--- config.mk ---
export PLATFORM = sky130hd
export DESIGN_NAME = stream_demux1_2
export DESIGN_NICKNAME = d
export VERILOG_FILES = /design/src/rtl/stream_demux_pkg.sv /design/src/rtl/stream_reg_slice.sv /design/src/rtl/stream_demux1_2.sv
export SDC_FILE = /design/constraint.sdc
export NUM_CORES = 1
export LEC_CHECK = 0
export CORE_ASPECT_RATIO = 1.5
export CORE_MARGIN = 2
export CORE_UTILIZATION = 41
export DETAILED_ROUTE_END_ITERATION = 16
export HOLD_SLACK_MARGIN = 0.02
export PLACE_DENSITY = 0.74
export SETUP_SLACK_MARGIN = 0.1
export SLEW_MARGIN = 20
export SYNTH_ARGS = -nofsm -noshare
export SYNTH_HDL_FRONTEND = slang
export SYNTH_SLANG_ARGS = --single-unit
--- constraint.sdc ---
create_clock -name clk -period 1.8 [get_ports clk]
set_input_delay 0.27 -clock clk [delete_from_list [all_inputs] [get_ports clk]]
set_output_delay 0.27 -clock clk [all_outputs]
set_load 0.01 [all_outputs]
--- src/rtl/stream_demux_pkg.sv ---
// Shared types and constants for the 1:2 stream demultiplexer.
package stream_demux_pkg;

    // Route-lock state: IDLE means no packet is open and IN_SEL picks the target.
    typedef enum logic [1:0] {
        IDLE   = 2'd0,
        LOCK_A = 2'd1,
        LOCK_B = 2'd2
    } demux_state_e;

    localparam logic SEL_A = 1'b0;
    localparam logic SEL_B = 1'b1;

endpackage : stream_demux_pkg

--- src/rtl/stream_reg_slice.sv ---
// One-entry valid/ready register slice. The parent only pulses 'load' when
// 'can_accept' is high, so a loaded beat never overwrites an undelivered one.
module stream_reg_slice #(
    parameter int W = 9
) (
    input  logic         clk,
    input  logic         rst_n,
    input  logic [W-1:0] load_data,
    input  logic         load,
    output logic         can_accept,
    output logic [W-1:0] out_data,
    output logic         out_valid,
    input  logic         out_ready
);

    logic [W-1:0] data_r;
    logic         valid_r;

    // Slot is free when empty or when its current beat drains this edge.
    always_comb begin
        can_accept = (~valid_r) | out_ready;
    end

    // Load wins over drain, keeping VALID high for back-to-back beats; payload
    // only changes on a load, so it stays stable while stalled.
    always_ff @(posedge clk or negedge rst_n) begin
        if (!rst_n) begin
            data_r  <= {W{1'b0}};
            valid_r <= 1'b0;
        end else if (load) begin
            data_r  <= load_data;
            valid_r <= 1'b1;
        end else if (out_ready) begin
            valid_r <= 1'b0;
        end
    end

    assign out_data  = data_r;
    assign out_valid = valid_r;

endmodule : stream_reg_slice

--- src/rtl/stream_demux1_2.sv ---
// 1:2 packet demultiplexer: routes each packet to output A or B based on the
// select seen on its first beat, with a register slice per output and
// wrapping per-output packet counters.
module stream_demux1_2 #(
    parameter int WIDTH = 8,
    parameter int CNT_W = 8
) (
    input  logic             clk,
    input  logic             rst_n,
    input  logic [WIDTH-1:0] in_data,
    input  logic             in_sel,
    input  logic             in_last,
    input  logic             in_valid,
    output logic             in_ready,
    output logic [WIDTH-1:0] a_data,
    output logic             a_last,
    output logic             a_valid,
    input  logic             a_ready,
    output logic [WIDTH-1:0] b_data,
    output logic             b_last,
    output logic             b_valid,
    input  logic             b_ready,
    output logic [CNT_W-1:0] a_pkts,
    output logic [CNT_W-1:0] b_pkts
);

    import stream_demux_pkg::*;

    demux_state_e     state_r;
    demux_state_e     state_nxt_s;
    logic             target_s;
    logic             accept_s;
    logic             a_can_s;
    logic             b_can_s;
    logic             a_load_s;
    logic             b_load_s;
    logic [WIDTH:0]   a_slot_s;
    logic [WIDTH:0]   b_slot_s;
    logic [CNT_W-1:0] a_pkts_r;
    logic [CNT_W-1:0] b_pkts_r;

    // Target output: live select between packets, locked route inside one.
    always_comb begin
        target_s = in_sel;
        case (state_r)
            IDLE:    target_s = in_sel;
            LOCK_A:  target_s = SEL_A;
            LOCK_B:  target_s = SEL_B;
            default: target_s = in_sel;
        endcase
    end

    // Ready follows only the target slice so a stalled peer never blocks us.
    always_comb begin
        if (target_s == SEL_B) begin
            in_ready = b_can_s;
        end else begin
            in_ready = a_can_s;
        end
    end

    // Handshake and per-slice load strobes.
    always_comb begin
        accept_s = in_valid & in_ready;
        a_load_s = accept_s & (target_s == SEL_A);
        b_load_s = accept_s & (target_s == SEL_B);
    end

    // Next-state: open a lock on a non-last first beat, release it on last.
    always_comb begin
        state_nxt_s = state_r;
        if (accept_s) begin
            case (state_r)
                IDLE: begin
                    if (in_last) begin
                        state_nxt_s = IDLE;
                    end else if (in_sel == SEL_B) begin
                        state_nxt_s = LOCK_B;
                    end else begin
                        state_nxt_s = LOCK_A;
                    end
                end
                LOCK_A: begin
                    if (in_last) begin
                        state_nxt_s = IDLE;
                    end else begin
                        state_nxt_s = LOCK_A;
                    end
                end
                LOCK_B: begin
                    if (in_last) begin
                        state_nxt_s = IDLE;
                    end else begin
                        state_nxt_s = LOCK_B;
                    end
                end
                default: state_nxt_s = IDLE;
            endcase
        end else begin
            state_nxt_s = state_r;
        end
    end

    // Route-lock state register.
    always_ff @(posedge clk or negedge rst_n) begin
        if (!rst_n) begin
            state_r <= IDLE;
        end else begin
            state_r <= state_nxt_s;
        end
    end

    // Packet counters advance when a last beat is accepted for their output.
    always_ff @(posedge clk or negedge rst_n) begin
        if (!rst_n) begin
            a_pkts_r <= {CNT_W{1'b0}};
            b_pkts_r <= {CNT_W{1'b0}};
        end else begin
            if (a_load_s && in_last) begin
                a_pkts_r <= a_pkts_r + {{(CNT_W-1){1'b0}}, 1'b1};
            end
            if (b_load_s && in_last) begin
                b_pkts_r <= b_pkts_r + {{(CNT_W-1){1'b0}}, 1'b1};
            end
        end
    end

    stream_reg_slice #(.W(WIDTH + 1)) u_slice_a (
        .clk        (clk),
        .rst_n      (rst_n),
        .load_data  ({in_last, in_data}),
        .load       (a_load_s),
        .can_accept (a_can_s),
        .out_data   (a_slot_s),
        .out_valid  (a_valid),
        .out_ready  (a_ready)
    );

    stream_reg_slice #(.W(WIDTH + 1)) u_slice_b (
        .clk        (clk),
        .rst_n      (rst_n),
        .load_data  ({in_last, in_data}),
        .load       (b_load_s),
        .can_accept (b_can_s),
        .out_data   (b_slot_s),
        .out_valid  (b_valid),
        .out_ready  (b_ready)
    );

    assign a_data = a_slot_s[WIDTH-1:0];
    assign a_last = a_slot_s[WIDTH];
    assign b_data = b_slot_s[WIDTH-1:0];
    assign b_last = b_slot_s[WIDTH];
    assign a_pkts = a_pkts_r;
    assign b_pkts = b_pkts_r;

endmodule : stream_demux1_2

== After elaboration in Yosys (flattened, before gate mapping) ==
Cells that the tools add are included.

* Bits in registers: 38
* Input port bits: 15
* Logic and storage cells: 35

* Multiplexer cells: 11
* Eq/ne operators: 2
* Reductions and logical operators: 5
* $add $sub $neg: 2
* Bitwise operators: 8

{| class="wikitable"
|+ Operator list
! operator !! number
|-
| adder 8 x 1 -> 8 bit, second input constant || 2
|-
| two-way mux 1 bit || 6
|-
| two-way mux 2 bit || 3
|-
| one-hot mux 2 bit (3 select lines) || 1
|-
| nonzero test 2 bit || 2
|-
| bitwise AND 1 bit || 3
|-
| inverter 1 bit || 3
|-
| == test 2 x 1 -> 1 bit, second input constant || 1
|-
| == test 2 bit, second input constant || 1
|-
| logical AND 1 bit || 2
|-
| logical NOT 2 bit || 1
|-
| OR 1 bit || 2
|-
| one-hot mux 1 bit (2 select lines) || 1
|}

== Depth between registers and ports, before layout ==
* Depth after elaboration: 6
* Mapped depth: 7

== Hierarchy ==
A second synthesis with hierarchy kept.

* Cell total of the unflattened synthesis: 129
* Area total of the unflattened synthesis: 1741.7 um2

{| class="wikitable"
|+ Modules (own cells, without submodules)
! module !! times used !! seq. area each (um2) !! area an instance (um2) !! cells an instance
|-
| stream_demux1_2 || 1 || 450.4 || 923.4 || 85
|-
| stream_reg_slice || 2 || 250.2 || 409.1 || 22
|}

== Worst setup path before layout ==
No wires, ideal clock.

* Path kind: register to register
* From: register state_r[0]
* To: register a_pkts_r[1] (netlist: a_pkts[1])
* Slack: -0.151 ns
* Library setup time: 0.125 ns
* Cell stages (with the launch flop): 6
* Clock period less this slack: 1.951 ns
* Arrival time: 1.827 ns
* Cell sequence: dfrtp_1 > inv_1 > ha_1 > mux2_4 > nor3b_4 > mux2_2

* Cells in the longest elaborated chain, start to end: 6
* Elaborated cells between the ends (all ways): 8

{| class="wikitable"
|+ RTL lines
! what !! line !! text
|-
| start, declared || stream_demux1_2.sv:29 || <nowiki>demux_state_e state_r;</nowiki>
|-
| start signal, assigned || stream_demux1_2.sv:109 || <nowiki>state_r <= state_nxt_s;</nowiki>
|-
| == test 2 bit / == test 2 x 1 -> 1 bit (equally long branches) || stream_demux1_2.sv:45 || <nowiki>case (state_r)</nowiki>
|-
| one-hot mux 1 bit (2 select lines) * || stream_demux1_2.sv:45 ||
|-
| two-way mux 1 bit || stream_demux1_2.sv:55 || <nowiki>if (target_s == SEL_B) begin</nowiki>
|-
| bitwise AND 1 bit || stream_demux1_2.sv:64 || <nowiki>accept_s = in_valid & in_ready;</nowiki>
|-
| bitwise AND 1 bit * || stream_demux1_2.sv:65 || <nowiki>a_load_s = accept_s & (target_s == SEL_A);</nowiki>
|-
| logical AND 1 bit * || stream_demux1_2.sv:119 || <nowiki>if (a_load_s && in_last) begin</nowiki>
|-
| end signal, assigned || stream_demux1_2.sv:116 || <nowiki>a_pkts_r <= {CNT_W{1'b0}};</nowiki>
|-
| end signal, assigned || stream_demux1_2.sv:120 || <nowiki>a_pkts_r <= a_pkts_r + {{(CNT_W-1){1'b0}}, 1'b1};</nowiki>
|-
| end, declared || stream_demux1_2.sv:39 || <nowiki>logic [CNT_W-1:0] a_pkts_r;</nowiki>
|}

Mark *: on every way between the ends. The rest lies on a longest branch, timed or not.
A chain may end at the register's enable or synchronous reset.

== Final worst setup path ==
* From: register state_r[1]
* To: register a_pkts_r[1] (netlist: a_pkts[1])

The elaborated chain is that of the path after synthesis.

==> qor.txt <==
cell mode on critical path - mux2_4
Highest Clock Rate - 0.528 GHz
FF+latch count, synth - 38
largest net degree at the start of global routing - 39
Ports - 52
CTS sink cnt - 38
Post-synth EDFFs - 0
Net Count, Synth - 146
final worst path period need - 1.90 ns
Starting Density - 42.5%
Synth area leaders - dfrtp_1, mux2_2, xnor2_1
part of the power in combinational logic - 52.4%
post-synthesis simple-gate area fraction - 12.8%
sequential power share - 33.7%
Required @ worst endpoint - 1.98 ns
CP bufs+invs - 3
Yosys top cell area share - 56.5%
worst vdd ir - 1.09 mV
Worst EP arrival - 2.07 ns
post-synth top area cell - dfrtp_1
drt drc - 0
worst-path fanout max - 5
Site Rows - 28
Synth cell types - 23
initial antenna violation count - 0
Ys Warns - 0
combinational family with the most area after synthesis - multiplexers
Crit Path Class - reg -> reg
full die area - 4640 um^2
Post-Route WL - 3800 um
xor/xnor share of the synthesized area - 7.29%
Avg Synthesized Cell Area - 13.5 um^2
Filler Cell Count - 302
Crit. End Element - flip-flop
Antenna Nets Post-Route - 0
final core utilization - 67.1%
status - finished, violations left
First-pass DRT Iterations - 3
# port buffers - 51
Net Sw Power - 1420 uW
first-pass GRT wire length - 6210 um
Worst-path clk slew - 0.07 ns
Final WS setup - -0.0951 ns
Synth-to-Final Area Change - 57.8%
crit path launch - state_r[1]
overall via count from detail_route - 1291
critical path's top delay family - multiplexers
FFs w/ async S/R, synth - 100%
largest buffer count on any clock path - 2
leakage - 0.00120 uW
cts bufs inserted - 5
CTS Root Cell - clkbuf_8
Hold Buf Count CTS - 0
cell-internal power - 2970 uW
commonest cells after routing, fill and taps aside - clkdlybuf4s50_1, dfrtp_1, buf_4
sequential-to-total area share from yosys stat - 56.5%
GPL Wtd Cong - 0.863
CORE AREA - 3960 um^2
Fin. Hold Viols - 0
hold crit path type - in -> async
count of final setup violators - 30
Routed WL per cell - 15.1 um
vias in the first global route - 1301
worst path cell trace - inv_2 -> ha_4 -> mux2_4 -> buf_12 -> nor3b_4 -> buf_6 -> mux2_4
Cell Area, Placed - 2390 um^2
pwr dens - 1650 nW/um^2
setup TNS - -1.24 ns
chip height - 82.5 um
CP peak stage delay - 0.37 ns
Tot Pwr - 4390 uW
Post-Synth Adder-Cell Area - 4.46%
Sw Share - 32.3%
multiplexer share of the synthesized area - 14.3%
failing checks - setup timing
die width - 56.3 um
commonest non-fill, non-tap cell in the layout - clkdlybuf4s50_1
clock share of power - 13.8%
Mapped Cells - 125
initial DRC count - 26
synthesized area - 1680 um^2
period utilization - 105%
layout cells sized above 1 - 34.3%
Max Cap Viol - 0
Final nets - 227
CTS tree - built
routed vias/inst - 5.12
Max transition margin - 69.1%
Final HPWL DP - 2790 um
Ant. Diodes - 0
design area - 2660 um^2
type of origin of the critical path - flip-flop
H-tree Lvls - 2
worst reg2reg path startpoint - state_r[1]
RSZ-0062 raised after global routing - true
Clock Skew - 0.00630 ns
worst-margin pin slew - 0.463 ns
Synth Area in Compound Gates - 2.53%
clk_lat worst skew - 0.29 ns
Total GRT Usage - 17.6%
GRT overflow - 0
ys flop type - dfrtp_1
Slew Limit Fails - 0
CP max stage cell - dfrtp_1
sequential cells by signal (all words and copies together) (netlist names):
register and flops:
a_pkts 8, u_slice_b.out_valid 1, u_slice_a.out_valid 1, state_r 2, b_pkts 8, u_slice_b.out_data 9, u_slice_a.out_data 9
what timing repair did:
item                       CTS  global route
buffers inserted             2             4
cloned                       0             1
gates resized for setup     24             6
pin swaps                    5             8
setup endpoints to repair   33            38
area by class of cell:
class	count	area, um^2	area share [%]
Timing Repair Buffer	76	751	28.3
Multi-Input combinational cell	82	791	29.8
Sequential cell	38	951	35.8
Clock inverter	2	12.5	0.471
Clock buffer	6	82.6	3.11
Inverter	3	11.3	0.424
Tap cell	45	56.3	2.12
layer usage:
metal	vias up	global-route usage [%]	share of wire [%]	wire, um
met5	-	0	0	0
met4	0	5.95	1.6	59
met3	7	6.23	5.7	216
met2	38	30.0	54	2040
met1	643	20.6	39	1480
li1	603	-	-	-
through the flow:
stage,worst slack [ns],hold slack [ns],instances
after floorplan,-0.0316,-0.0256,125
after global placement,-0.185,0.328,237
after detailed placement,-0.208,0.344,237
after CTS,-0.134,0.0244,247
after global routing,-0.174,0.0594,252
final,-0.0951,0.0157,252
synthesized netlist by cell type, types with 2 or more instances:
cell,number
mux2_2,18
nand3_1,5
or2b_2,2
a21oi_1,2
xnor2_1,9
ha_1,6
o41ai_1,2
dfrtp_1,38
nor2_1,6
nand2_1,9
xor2_1,5
inv_1,3
a21o_1,2
nor3b_4,2
nand4_1,8
cell families after synthesis:
kind of cell / count (synthesis)
mux: 20
simple gates: 36
fa+ha+maj: 6
xor+xnor: 14
compound gates: 6
flops: 38
buf+inv: 5
final timing paths:
| path | endpoint | slack, ns | cells after the start |
|---|---|---|---|
| max in group asynchronous | u_slice_a.out_data[1] | 1.45 | 2 |
| worst min register to register | b_pkts[7] | 0.47 | 1 |
| worst max register to register | a_pkts[1] | -0.1 | 7 |
| worst min-delay path | u_slice_a.out_data[6] | 0.02 | 2 |
| worst max-delay path | a_pkts[1] | -0.1 | 7 |
| min in group clk | b_pkts[7] | 0.47 | 1 |
worst register-to-register path, cell delays in order (launching register included):
cell and delay [ns]:
dfrtp_1 0.37, inv_2 0.06, ha_4 0.28, mux2_4 0.32, buf_12 0.13, nor3b_4 0.19, buf_6 0.14, mux2_4 0.29
power groups by stage:
stage | Sequential [uW] | Combinational, uW | Clock [uW]
floorplan | 1610 | 792 | 0
global placement | 1460 | 1950 | 0
detailed placement | 1490 | 2020 | 0
CTS | 1480 | 2170 | 624
global route | 1530 | 2450 | 665
finish | 1480 | 2300 | 608
Power figures use the tool's default switching activity.
